--- src/rtl/cmd_seq_pkg.sv ---
// rtl/cmd_seq_pkg.sv - shared types and glider pattern for cmd_sequencer.
// Optional LOAD state enabled by CMD_SEQ_PATTERN_LOAD_EN.
package cmd_seq_pkg;

    typedef enum logic [1:0] {
        CMD_NOP   = 2'b00,
        CMD_STEP  = 2'b01,
        CMD_WRITE = 2'b11
    } cmd_t;

    typedef enum logic [1:0] {
        ST_IDLE  = 2'd0,
        ST_ISSUE = 2'd1,
        ST_WAIT  = 2'd2
`ifdef CMD_SEQ_PATTERN_LOAD_EN
        , ST_LOAD = 2'd3
`endif
    } seq_state_t;

    // Glider cell offsets from the latched base; entries 5..7 pad the 3-bit index.
    localparam int GLIDER_LEN = 5;
    localparam logic [7:0][1:0] GLIDER_DX = {2'd0, 2'd0, 2'd0, 2'd2, 2'd1, 2'd0, 2'd2, 2'd1};
    localparam logic [7:0][1:0] GLIDER_DY = {2'd0, 2'd0, 2'd0, 2'd2, 2'd2, 2'd2, 2'd1, 2'd0};

endpackage

--- src/rtl/btn_conditioner.sv ---
// rtl/btn_conditioner.sv - button synchroniser, debouncer and rising-edge pulse.
module btn_conditioner #(
    parameter int DEBOUNCE_CYCLES = 1000000
) (
    input  logic clk,
    input  logic reset,
    input  logic btn,
    output logic level,
    output logic rise
);

    localparam int CNT_W = (DEBOUNCE_CYCLES > 1) ? $clog2(DEBOUNCE_CYCLES) : 1;
    localparam logic [CNT_W-1:0] CNT_LAST = CNT_W'(DEBOUNCE_CYCLES - 1);

    logic             sync_q1;
    logic             sync_q2;
    logic             level_q;
    logic             rise_q;
    logic [CNT_W-1:0] cnt_q;

    // Any cycle where the synchronised input agrees with the accepted level restarts the count.
    always_ff @(posedge clk) begin
        if (reset) begin
            sync_q1 <= 1'b0;
            sync_q2 <= 1'b0;
            level_q <= 1'b0;
            rise_q  <= 1'b0;
            cnt_q   <= '0;
        end else begin
            sync_q1 <= btn;
            sync_q2 <= sync_q1;
            rise_q  <= 1'b0;
            if (sync_q2 == level_q) begin
                cnt_q <= '0;
            end else if (cnt_q == CNT_LAST) begin
                cnt_q   <= '0;
                level_q <= sync_q2;
                rise_q  <= sync_q2;
            end else begin
                cnt_q <= cnt_q + 1'b1;
            end
        end
    end

    assign level = level_q;
    assign rise  = rise_q;

endmodule

--- src/rtl/cmd_sequencer.sv ---
// rtl/cmd_sequencer.sv - button front end issuing NOP/STEP/WRITE to the pe_array.
// Glider pattern load enabled by CMD_SEQ_PATTERN_LOAD_EN.
module cmd_sequencer
    import cmd_seq_pkg::*;
#(
    parameter int N_PX_BITS       = 4,
    parameter int N_PY_BITS       = 4,
    parameter int DEBOUNCE_CYCLES = 1000000,
    parameter int STEP_PERIOD     = 100000000,
    parameter int GEN_BITS        = 16
) (
    input  logic                           clk,
    input  logic                           reset,
    input  logic                           step_btn,
    input  logic                           write_btn,
`ifdef CMD_SEQ_PATTERN_LOAD_EN
    input  logic                           load_btn,
`endif
    input  logic [N_PX_BITS+N_PY_BITS-1:0] sw,
    input  logic                           array_busy,
    output logic [1:0]                     cmd,
    output logic [N_PX_BITS-1:0]           adr_x,
    output logic [N_PY_BITS-1:0]           adr_y,
    output logic                           state_in,
    output logic [GEN_BITS-1:0]            gen_count,
    output logic                           seq_idle
);

    localparam int REP_W = (STEP_PERIOD > 1) ? $clog2(STEP_PERIOD) : 1;
    localparam logic [REP_W-1:0] REP_LAST = REP_W'(STEP_PERIOD - 1);

    logic step_level, step_rise;
    logic write_level, write_rise;
    logic unused_ok;

    btn_conditioner #(.DEBOUNCE_CYCLES(DEBOUNCE_CYCLES)) u_step_btn (
        .clk   (clk),
        .reset (reset),
        .btn   (step_btn),
        .level (step_level),
        .rise  (step_rise)
    );

    btn_conditioner #(.DEBOUNCE_CYCLES(DEBOUNCE_CYCLES)) u_write_btn (
        .clk   (clk),
        .reset (reset),
        .btn   (write_btn),
        .level (write_level),
        .rise  (write_rise)
    );

    seq_state_t             state, state_nxt;
    cmd_t                   cmd_q, issue_cmd;
    logic [N_PX_BITS-1:0]   adr_x_q, issue_x;
    logic [N_PY_BITS-1:0]   adr_y_q, issue_y;
    logic                   state_in_q;
    logic [GEN_BITS-1:0]    gen_q;
    logic [REP_W-1:0]       rep_q;
    logic                   rep_fire;
    logic                   step_pend, write_pend;
    logic                   clr_step, clr_write;
    logic                   load_go;
    logic                   load_adv;

`ifdef CMD_SEQ_PATTERN_LOAD_EN
    logic                   load_level, load_rise;
    logic                   load_active;
    logic [2:0]             load_idx;
    logic [N_PX_BITS-1:0]   load_bx;
    logic [N_PY_BITS-1:0]   load_by;

    btn_conditioner #(.DEBOUNCE_CYCLES(DEBOUNCE_CYCLES)) u_load_btn (
        .clk   (clk),
        .reset (reset),
        .btn   (load_btn),
        .level (load_level),
        .rise  (load_rise)
    );

    assign load_go   = load_active;
    assign unused_ok = ^{write_level, load_level};

    // Base is captured once per seed; presses while a seed is running are dropped.
    always_ff @(posedge clk) begin
        if (reset) begin
            load_active <= 1'b0;
            load_idx    <= '0;
            load_bx     <= '0;
            load_by     <= '0;
        end else if (load_rise && !load_active) begin
            load_active <= 1'b1;
            load_idx    <= '0;
            load_bx     <= sw[N_PX_BITS-1:0];
            load_by     <= sw[N_PX_BITS+N_PY_BITS-1:N_PX_BITS];
        end else if (load_adv) begin
            load_idx <= load_idx + 1'b1;
            if (load_idx == 3'(GLIDER_LEN - 1)) begin
                load_active <= 1'b0;
            end
        end
    end
`else
    assign load_go   = 1'b0;
    assign unused_ok = write_level;
`endif

    // The press cycle itself holds the repeat counter at 0 so repeats land
    // exactly STEP_PERIOD cycles after the press-generated STEP request.
    assign rep_fire = step_level && !step_rise && (rep_q == REP_LAST);

    always_ff @(posedge clk) begin
        if (reset) begin
            rep_q      <= '0;
            step_pend  <= 1'b0;
            write_pend <= 1'b0;
        end else begin
            if (!step_level || step_rise || rep_fire) begin
                rep_q <= '0;
            end else begin
                rep_q <= rep_q + 1'b1;
            end
            if (clr_step) begin
                step_pend <= 1'b0;
            end
            if (step_rise || rep_fire) begin
                step_pend <= 1'b1;
            end
            if (clr_write) begin
                write_pend <= 1'b0;
            end
            if (write_rise) begin
                write_pend <= 1'b1;
            end
        end
    end

    always_ff @(posedge clk) begin
        if (reset) begin
            state <= ST_IDLE;
        end else begin
            state <= state_nxt;
        end
    end

    always_comb begin
        state_nxt = state;
        case (state)
            ST_IDLE: begin
                if (load_go) begin
`ifdef CMD_SEQ_PATTERN_LOAD_EN
                    state_nxt = ST_LOAD;
`endif
                end else if (!array_busy && (write_pend || step_pend)) begin
                    state_nxt = ST_ISSUE;
                end
            end
            ST_ISSUE: state_nxt = ST_WAIT;
            ST_WAIT: begin
                if (!array_busy) begin
                    state_nxt = ST_IDLE;
`ifdef CMD_SEQ_PATTERN_LOAD_EN
                    if (load_go) begin
                        state_nxt = ST_LOAD;
                    end
`endif
                end
            end
`ifdef CMD_SEQ_PATTERN_LOAD_EN
            ST_LOAD: begin
                if (!array_busy) begin
                    state_nxt = ST_ISSUE;
                end
            end
`endif
            default: state_nxt = ST_IDLE;
        endcase
    end

    // Command fields are decided on the edge entering ISSUE so cmd is valid during ISSUE.
    always_comb begin
        issue_cmd = CMD_NOP;
        issue_x   = adr_x_q;
        issue_y   = adr_y_q;
        clr_step  = 1'b0;
        clr_write = 1'b0;
        load_adv  = 1'b0;
        if (state == ST_IDLE && state_nxt == ST_ISSUE) begin
            if (write_pend) begin
                issue_cmd = CMD_WRITE;
                issue_x   = sw[N_PX_BITS-1:0];
                issue_y   = sw[N_PX_BITS+N_PY_BITS-1:N_PX_BITS];
                clr_write = 1'b1;
            end else begin
                issue_cmd = CMD_STEP;
                clr_step  = 1'b1;
            end
        end
`ifdef CMD_SEQ_PATTERN_LOAD_EN
        if (state == ST_LOAD && state_nxt == ST_ISSUE) begin
            issue_cmd = CMD_WRITE;
            issue_x   = load_bx + N_PX_BITS'(GLIDER_DX[load_idx]);
            issue_y   = load_by + N_PY_BITS'(GLIDER_DY[load_idx]);
            load_adv  = 1'b1;
        end
`endif
    end

    always_ff @(posedge clk) begin
        if (reset) begin
            cmd_q      <= CMD_NOP;
            adr_x_q    <= '0;
            adr_y_q    <= '0;
            state_in_q <= 1'b0;
            gen_q      <= '0;
        end else begin
            cmd_q      <= issue_cmd;
            state_in_q <= (issue_cmd == CMD_WRITE);
            if (issue_cmd == CMD_WRITE) begin
                adr_x_q <= issue_x;
                adr_y_q <= issue_y;
            end
            if (issue_cmd == CMD_STEP) begin
                gen_q <= gen_q + 1'b1;
            end
        end
    end

    assign cmd       = cmd_q;
    assign adr_x     = adr_x_q;
    assign adr_y     = adr_y_q;
    assign state_in  = state_in_q;
    assign gen_count = gen_q;
    assign seq_idle  = (state == ST_IDLE);

endmodule
--- config.mk ---
export PLATFORM = sky130hd
export DESIGN_NAME = cmd_sequencer
export DESIGN_NICKNAME = d
export VERILOG_FILES = /design/src/rtl/cmd_seq_pkg.sv /design/src/rtl/btn_conditioner.sv /design/src/rtl/cmd_sequencer.sv
export SDC_FILE = /design/constraint.sdc
export NUM_CORES = 1
export LEC_CHECK = 0
export ABC_AREA = 1
export CORE_UTILIZATION = 50
export DETAILED_ROUTE_END_ITERATION = 16
export GPL_TIMING_DRIVEN = 1
export PLACE_DENSITY = 0.71
export SYNTH_ARGS = -nofsm -noshare
export SYNTH_HDL_FRONTEND = slang
export SYNTH_SLANG_ARGS = --single-unit
--- constraint.sdc ---
create_clock -name clk -period 2 [get_ports clk]
set_clock_uncertainty 0.05 [all_clocks]
set_input_delay 0.2 -clock clk [delete_from_list [all_inputs] [get_ports clk]]
set_output_delay 0.2 -clock clk [all_outputs]
set_load 0.02 [all_outputs]
==> results.cfg, run 1 <==
[outcome]
status = completed

[grt]
antenna_found_initial = 0
grt_pass1_wl_microns = 18300
grt_pass1_vias = 4261
grt_max_degree = 22
grt_remaining_overflow = 0
grt_util_all_layers_pct = 20.3

[clock_tree]
clock_path_buffers = 2
cts-root-buf = clkbuf_8
ctsResizeCount = 0
cts.sinks = 105
cts_setup_buffers = 0
clock_latency_ps = 360
cts_tree = done
clk_pin_slew_ps = 90
cts_hold_buf = 0
htreeDepth = 3
cts_buffers = 9

[floorplan]
coreArea_sq_um = 9910
die_w_microns = 104
die_area_sq_um = 10800
die_h_microns = 104
rows = 36
start_util_pct = 52.2
io_pins = 41

[setup_path]
r2r_end = u_step_btn.cnt_q[15]
worstSetupStartpoint = state[0]
ff2ff_setup_slack_ps = 290
worstPathMaxFanout = 5
crit_slowest_cell = clkdlybuf4s50_1
critPathKind = register to primary output
worstPathRequired_ps = 1750
critPathLaunchType = register
cp_cell_sequence = nor2_4 > clkdlybuf4s50_1
crit_path_end = seq_idle
r2r-start = u_step_btn.cnt_q[0]
crit_arrival_ps = 1520
crit_path_max_incr_delay_ps = 650
r2r_cells = 7
cp-end-kind = primary output

[synth]
ys_ff_latch = 105
synth_flop_cell = dfxtp_1
ys_seq_area_share_pct = 40.6
synth_edf_count = 0
ys_warn_count = 0
synth_cell_types = 31
synthXorXnorAreaFrac_pct = 6.43
synthSimpleGateAreaFrac_pct = 38.4
synth.avg_cell_area_sq_um = 6.92
synth-async-reset-ratio_pct = 0
synth_top_family_by_area = simple AND/OR/NAND/NOR gates
netlist_area_sq_um = 5170
yosys.area_share.adder_pct = 0.968
synthCells = 748
synth_compound_area_share_pct = 5.83
synthMuxAreaShare_pct = 0
synth_nets = 765

[route]
wl_per_cell_microns = 11.2
drt_iter0_drc = 154
drc = 0
via_count = 4579
viasPerCell = 4.92
antenna_left = 0
drt-total-wl_microns = 10400
drt_pass1_iterations = 4

[finish]
fin_nets = 811
mostFrequentLayoutCell = nand2_1
synthToLayoutAreaGrowth_pct = 13.8
final_cell_mix = nand2_1, nor2_1, dfxtp_1
antenna_cells = 0
drive_gt1_share_pct = 7.27

[min_path]
hold_path_class = input pin to register
hold_depth = 3

[timing]
fin_crit_sh_pct = 88.5
setup_tns_ps = 0
hold_viol = 0
worst_pin_slew_ps = 543
fin_crit_ps = 1770
max_freq_mhz = 565
rsz0062_at_grt = no
setup_viol = 0
slew-limit-headroom_pct = 63.7
worst_slack_ps = 229
final_max_slew_viol_count = 0

[power_and_ir_drop]
finalPower_uw = 3320
peakVddDrop_mv = 0.433
pwr_density_cell_nw_per_um2 = 563
leakage_uw = 0.00197

[placed_design]
dp_slack_ps = 256
gp_congestion = 0.911
io_buffers = 40
dp_hpwl_microns = 7710

[job]
maxCapViolations = 0
per-layer routing:
layer / GRT usage, % / wire (microns) / up-vias
met2: 34.1 / 4800 / 84
met4: 8.57 / 185 / 0
met5: 0 / 0 / -
met1: 25.9 / 5100 / 2054
met3: 3.27 / 355 / 20
li1: - / - / 2421
kinds of logic (layout without fill, tap and decap cells):
family	Yosys count	after routing
simple gates	449	449
flops	105	105
buf+inv	96	146
compound gates	56	56
xor+xnor	38	38
fa+ha+maj	4	4
per-stage QoR:
stage               cells  hold WS, ps  cell area [sq um]  utilization, %
finish                931          301               5880            59.4
global route          931          306               5880            59.4
CTS                   931          279               5880            59.4
detailed placement    916          346               5720            57.7
global placement      916          343               5720            57.7
floorplan             748          257               5170               -
critical path, delay by kind of cell (launching register included):
family	cells	cell delay, ps
buffers and inverters	1	650
flip-flops	1	340
AND/OR/NAND/NOR	1	170
report_power, final:
group / internal [uW] / total, uW / switching (uW)
sequential: 2090 / 2100 / 3.15
clock: 478 / 1160 / 678
combinational: 32.1 / 63.1 / 30.9
total: 2600 / 3320 / 712
final cells by class:
class / count / area, sq um
flip-flops and latches: 105 / 2100
repair buffers: 47 / 465
clock inverters: 3 / 17.5
well taps: 133 / 166
clock buffers: 12 / 145
multi-input cells: 547 / 2670
fillers: 950 / 4030
inverters: 84 / 318
sequential cells by signal, summed over array words and instances, names as in the netlist:
name	flops
state	2
u_step_btn.sync_q1	1
u_step_btn.level	1
rep_q	27
u_write_btn.cnt_q	20
write_pend	1
adr_y	4
u_step_btn.rise	1
step_pend	1
u_write_btn.level	1
u_step_btn.cnt_q	20
adr_x	4
cmd	2
u_step_btn.sync_q2	1
u_write_btn.sync_q2	1
gen_count	16
u_write_btn.sync_q1	1
u_write_btn.rise	1
worst min path at each step:
| stage | start | end | slack (ps) |
|---|---|---|---|
| after floorplan | step_btn | u_step_btn.sync_q1 | 260 |
| after global placement | u_step_btn.sync_q1 | u_step_btn.sync_q2 | 340 |
| after detailed placement | u_step_btn.sync_q1 | u_step_btn.sync_q2 | 350 |
| after CTS | step_btn | u_step_btn.sync_q1 | 280 |
| after global routing | write_btn | u_write_btn.sync_q1 | 310 |
| final | step_btn | u_step_btn.sync_q1 | 300 |
cell usage after synthesis, types with 2 or more instances:
cell,n,area [sq um]
nand2_2,6,37.5
nand3b_1,7,52.6
nor2_4,9,101
buf_4,3,22.5
dfxtp_1,105,2100
nor2_2,7,43.8
nor2_1,161,604
nor3_1,10,50.1
nand3_2,6,60.1
nand2_1,183,687
a21oi_2,5,43.8
buf_6,3,33.8
inv_1,82,308
ha_1,4,50.1
clkbuf_1,3,11.3
nand3_1,37,185
nand4_1,16,100
or2_2,2,12.5
a21oi_1,33,165
buf_2,3,15.0
xnor2_1,15,131
xor2_1,23,201
or2_0,2,12.5
o21ai_0,16,80.1
(Power assumes the default switching activity.)
==> inputs of run 2 (changes only) <==
--- a/config.mk
+++ b/config.mk
@@ -6,10 +6,13 @@
 export NUM_CORES = 1
 export LEC_CHECK = 0
 export ABC_AREA = 1
-export CORE_UTILIZATION = 50
+export CELL_PAD_IN_SITES_DETAIL_PLACEMENT = 1
+export CELL_PAD_IN_SITES_GLOBAL_PLACEMENT = 2
+export CORE_UTILIZATION = 33
 export DETAILED_ROUTE_END_ITERATION = 16
 export GPL_TIMING_DRIVEN = 1
-export PLACE_DENSITY = 0.71
+export PLACE_DENSITY = 0.81
+export SLEW_MARGIN = 20
 export SYNTH_ARGS = -nofsm -noshare
 export SYNTH_HDL_FRONTEND = slang
 export SYNTH_SLANG_ARGS = --single-unit
==> results.cfg, run 2 (synthesized netlist as in run 1, its figures left out) <==
[timing]
hold_viol = 0
worst_pin_slew_ps = 545
final_max_slew_viol_count = 0
worst_slack_ps = 222
setup_viol = 0
fin_crit_ps = 1780
setup_tns_ps = 0
rsz0062_at_grt = no
holdWs_ps = 321
fin_crit_sh_pct = 88.9
max_freq_mhz = 562
slew-limit-headroom_pct = 63.6

[finish]
largest_register_ffs = 27
synthToLayoutAreaGrowth_pct = 18.1
top_regs = rep_q: 27 flops, u_step_btn.cnt_q: 20 flops, u_write_btn.cnt_q: 20 flops
regMostFlops = rep_q
final_cell_mix = nand2_1, nor2_1, dfxtp_1
drive_gt1_share_pct = 7.40
mostFrequentLayoutCell = nand2_1
antenna_cells = 0
fin_nets = 810

[power_and_ir_drop]
seqPwrFrac_pct = 53.9
cell_internal_pwr_uw = 3040
comb_power_share_pct = 1.7
pwr_density_cell_nw_per_um2 = 637
swShare_pct = 21.8
peakVddDrop_mv = 0.393
leakage_uw = 0.00202
power.switching_uw = 847
clkPwrFrac_pct = 44.4

[setup_path]
crit_arrival_ps = 1530
worstPathRequired_ps = 1750
worstPathMaxFanout = 5
critPathKind = register to primary output
critPathLaunchType = register
cp-end-kind = primary output
r2r_cells = 7

[route]
antenna_left = 0
via_count = 4650
drt_iter0_drc = 132
drc = 0
drt-total-wl_microns = 13000
wl_per_cell_microns = 12.9
viasPerCell = 4.61
drt_pass1_iterations = 4

[placed_design]
dp_slack_ps = 163
dp_hpwl_microns = 9900
gp_congestion = 0.801
io_buffers = 40

[floorplan]
die_w_microns = 127
coreArea_sq_um = 15300
die_area_sq_um = 16200
die_h_microns = 127
start_util_pct = 33.9
rows = 45
io_pins = 41

[job]
maxCapViolations = 0

[clock_tree]
clock_latency_ps = 350
cts_hold_buf = 0
cts_buffers = 9
ctsResizeCount = 0
cts.sinks = 105
cts_setup_buffers = 0
htreeDepth = 3
clk_pin_slew_ps = 70
clock_path_buffers = 2
cts-root-buf = clkbuf_16
cts_tree = done

[grt]
antenna_found_initial = 0
grt_pass1_vias = 4832
grt_pass1_wl_microns = 22600
use_met3_pct = 4.15
met1_usage_pct = 21.8
grt_util_all_layers_pct = 17.4
met2_usage_pct = 30.1
grt_max_degree = 22
grt_remaining_overflow = 0
grt_busiest_layer = met2

[min_path]
hold_depth = 3
hold_path_class = input pin to register

[outcome]
status = completed
-- run 2: cell types whose count changed in the layout (fill, tap and decap cells not counted) --
cell,previous run,this run
buf_12,1,2
buf_4,6,4
clkbuf_1,2,0
clkbuf_16,0,9
clkbuf_8,10,2
clkinv_2,2,0
clkinv_4,0,1
inv_6,0,2
-- run 2: power by group through the flow --
stage,registers (uW),logic (uW),clock network (uW)
2_1_floorplan,2150,29.1,0
3_3_place_gp,2150,67.3,0
3_5_place_dp,2150,69.4,0
4_1_cts,2100,69.4,1800
5_1_grt,2100,75.6,1870
6_report,2100,67.9,1730
-- run 2: stage by stage --
step	utilization (%)	instance area, sq um	instances	power [uW]
after floorplan	-	5170	748	2170
after global placement	38.2	5820	993	2210
after detailed placement	38.2	5820	993	2220
after CTS	40.0	6110	1008	3970
after global routing	40.0	6110	1008	4050
final	40.0	6110	1008	3890
-- run 2: cell type report --
| cell class | count | area, sq um |
|---|---|---|
| Sequential cell | 105 | 2100 |
| Tap cell | 211 | 264 |
| Inverter | 84 | 318 |
| Fill cell | 1942 | 9150 |
| Clock inverter | 4 | 33.8 |
| Timing Repair Buffer | 46 | 470 |
| Clock buffer | 11 | 253 |
| Multi-Input combinational cell | 547 | 2670 |
-- run 2: final timing paths --
check / start / endpoint / slack [ps]
worst max-delay path: state[0] / seq_idle / 220
worst min-delay path: step_btn / u_step_btn.sync_q1 / 320
worst max register to register: u_step_btn.cnt_q[0] / u_step_btn.cnt_q[0] / 330
worst min register to register: u_step_btn.sync_q1 / u_step_btn.sync_q2 / 360
-- run 2: critical path, stage by stage, from the launching register on --
cell             delay [ps]
dfxtp_1                 340
nor2_4                  190
clkdlybuf4s50_1         650
-- run 2: routing by layer --
| metal | part of all wire [%] | up-vias |
|---|---|---|
| met5 | 0 | - |
| met4 | 0.86 | 0 |
| met3 | 2.6 | 7 |
| met2 | 47 | 42 |
| met1 | 49 | 2185 |
| li1 | - | 2416 |
==> inputs of run 3 (changes only) <==
==> constraint.sdc (replaced) <==
create_clock -name clk -period 2 [get_ports clk]
set_clock_uncertainty 0.05 [all_clocks]
set_input_delay 0.4 -clock clk [delete_from_list [all_inputs] [get_ports clk]]
set_output_delay 0.4 -clock clk [all_outputs]
set_load 0.02 [all_outputs]
==> results.cfg, run 3 (synthesized netlist as in run 1, its figures left out) <==
[power_and_ir_drop]
leakage_uw = 0.00205
pwr_density_cell_nw_per_um2 = 648
seqPwrFrac_pct = 52.5
peakVddDrop_mv = 0.405
cell_internal_pwr_uw = 3110
clkPwrFrac_pct = 45.8
finalPower_uw = 3990
swShare_pct = 22.1
power.switching_uw = 882
comb_power_share_pct = 1.7

[floorplan]
die_h_microns = 127
start_util_pct = 33.9
die_w_microns = 127
coreArea_sq_um = 15300
die_area_sq_um = 16200
io_pins = 41
rows = 45

[placed_design]
gp_congestion = 0.795
io_buffers = 40
place_area_sq_um = 5860
dp_hpwl_microns = 9990

[finish]
final_cell_mix = nand2_1, nor2_1, dfxtp_1
top_regs = rep_q: 27 flops, u_step_btn.cnt_q: 20 flops, u_write_btn.cnt_q: 20 flops
synthToLayoutAreaGrowth_pct = 19.1
mostFrequentLayoutCell = nand2_1
fin_nets = 813
regMostFlops = rep_q
drive_gt1_share_pct = 7.87
largest_register_ffs = 27
final_area_sq_um = 6160
antenna_cells = 0

[min_path]
hold_path_class = register to register

[timing]
worst_pin_slew_ps = 497
final_max_slew_viol_count = 0
rsz0062_at_grt = no
fin_crit_sh_pct = 95.8
max_freq_mhz = 522
setup_viol = 0
hold_viol = 0
fin_crit_ps = 1920
slew-limit-headroom_pct = 66.6

[setup_path]
critPathKind = register to primary output
critPathLaunchType = register
crit_path_end = gen_count[7]
cp-end-kind = primary output
path_depth = 1
cp_top_family = buffers and inverters
r2r_cells = 7
worstPathRequired_ps = 1550
crit_path_max_incr_delay_ps = 650
cp_cell_sequence = clkdlybuf4s50_1
r2r_end = u_step_btn.cnt_q[14]
crit_buf_inv = 1
r2r-start = u_step_btn.cnt_q[0]
worstPathMaxFanout = 5
crit_slowest_cell = clkdlybuf4s50_1
worstSetupStartpoint = gen_count[7]
crit_arrival_ps = 1470
ff2ff_setup_slack_ps = 290

[route]
top_layer = met4
dr_wl_met2_microns = 6100
viasPerCell = 4.66
met3_length_microns = 235
via_count = 4715
wl_per_cell_microns = 13.0
drt_iter0_drc = 208
drt-total-wl_microns = 13100
wirelength_met1_microns = 6530
drt_pass1_iterations = 4
drc = 0
antenna_left = 0

[clock_tree]
cts_buffers = 9
clock_path_buffers = 2
htreeDepth = 3
cts-root-buf = clkbuf_16
cts_hold_buf = 0
cts_setup_buffers = 0
ctsResizeCount = 1
cts_tree = done
clock_latency_ps = 360
cts.sinks = 105
clk_pin_slew_ps = 70

[grt]
grt_max_degree = 22
antenna_found_initial = 0
grt_util_all_layers_pct = 17.7
grt_pass1_wl_microns = 22900
grt_pass1_vias = 4895
grt_remaining_overflow = 0

[job]
maxCapViolations = 0

[outcome]
status = completed
[run 3: cell count changes in the layout (fill, tap and decap cells not counted)]
| cell | change |
|---|---|
| bufinv_16 | +1 |
| clkbuf_8 | -2 |
| inv_8 | +1 |
| dlygate4sd2_1 | +1 |
| buf_4 | +2 |
| clkinv_2 | +1 |
| clkdlybuf4s50_1 | -1 |
| buf_12 | +1 |
| inv_6 | -1 |
| clkinvlp_4 | +1 |
[run 3: power groups by stage]
stage,Sequential (uW),Combinational (uW),Clock [uW]
floorplan,2150,29.1,0
global placement,2150,68.3,0
detailed placement,2150,70.2,0
CTS,2100,70.7,1910
global route,2100,75.5,1980
finish,2100,69.0,1830
[run 3: cell type report]
cell class,instances,area [sq um]
Tap cell,211,264
Timing Repair Buffer,49,504
Clock inverter,7,78.8
Multi-Input combinational cell,547,2670
Sequential cell,105,2100
Clock buffer,9,225
Fill cell,1958,9100
Inverter,84,318
[run 3: worst reg2reg max path, cell delays in order (launching register included)]
cell	delay (ps)
dfxtp_1	420
ha_1	290
nand3_2	140
nor2_4	230
nand3_1	140
nand2_1	120
buf_12	160
a21oi_1	60
[run 3: worst min-delay path by stage]
stage / startpoint / to / cells past startpoint
5_1_grt: u_write_btn.sync_q1 / u_write_btn.sync_q2 / 2
2_1_floorplan: u_step_btn.sync_q1 / u_step_btn.sync_q2 / 2
3_5_place_dp: u_write_btn.sync_q1 / u_write_btn.sync_q2 / 2
6_report: u_write_btn.sync_q1 / u_write_btn.sync_q2 / 2
4_1_cts: u_write_btn.sync_q1 / u_write_btn.sync_q2 / 2
3_3_place_gp: u_write_btn.sync_q1 / u_write_btn.sync_q2 / 2
[run 3: per-stage QoR]
stage | TNS [ps] | utilization (%) | setup slack, ps | hold WS (ps) | std cells
2_1_floorplan | 0 | - | 510 | 338 | 748
3_3_place_gp | 0 | 38.4 | 99.3 | 350 | 996
3_5_place_dp | -17.8 | 38.4 | -17.8 | 350 | 996
4_1_cts | 0 | 40.4 | 54.4 | 360 | 1012
5_1_grt | 0 | 40.4 | 22.2 | 388 | 1012
6_report | 0 | 40.4 | 83.7 | 350 | 1012
[run 3: metal layers]
metal / vias to the layer above / track usage, %
met5: - / 0
met4: 0 / 7.63
met3: 16 / 2.97
met2: 36 / 29.7
met1: 2238 / 22.4
li1: 2425 / -
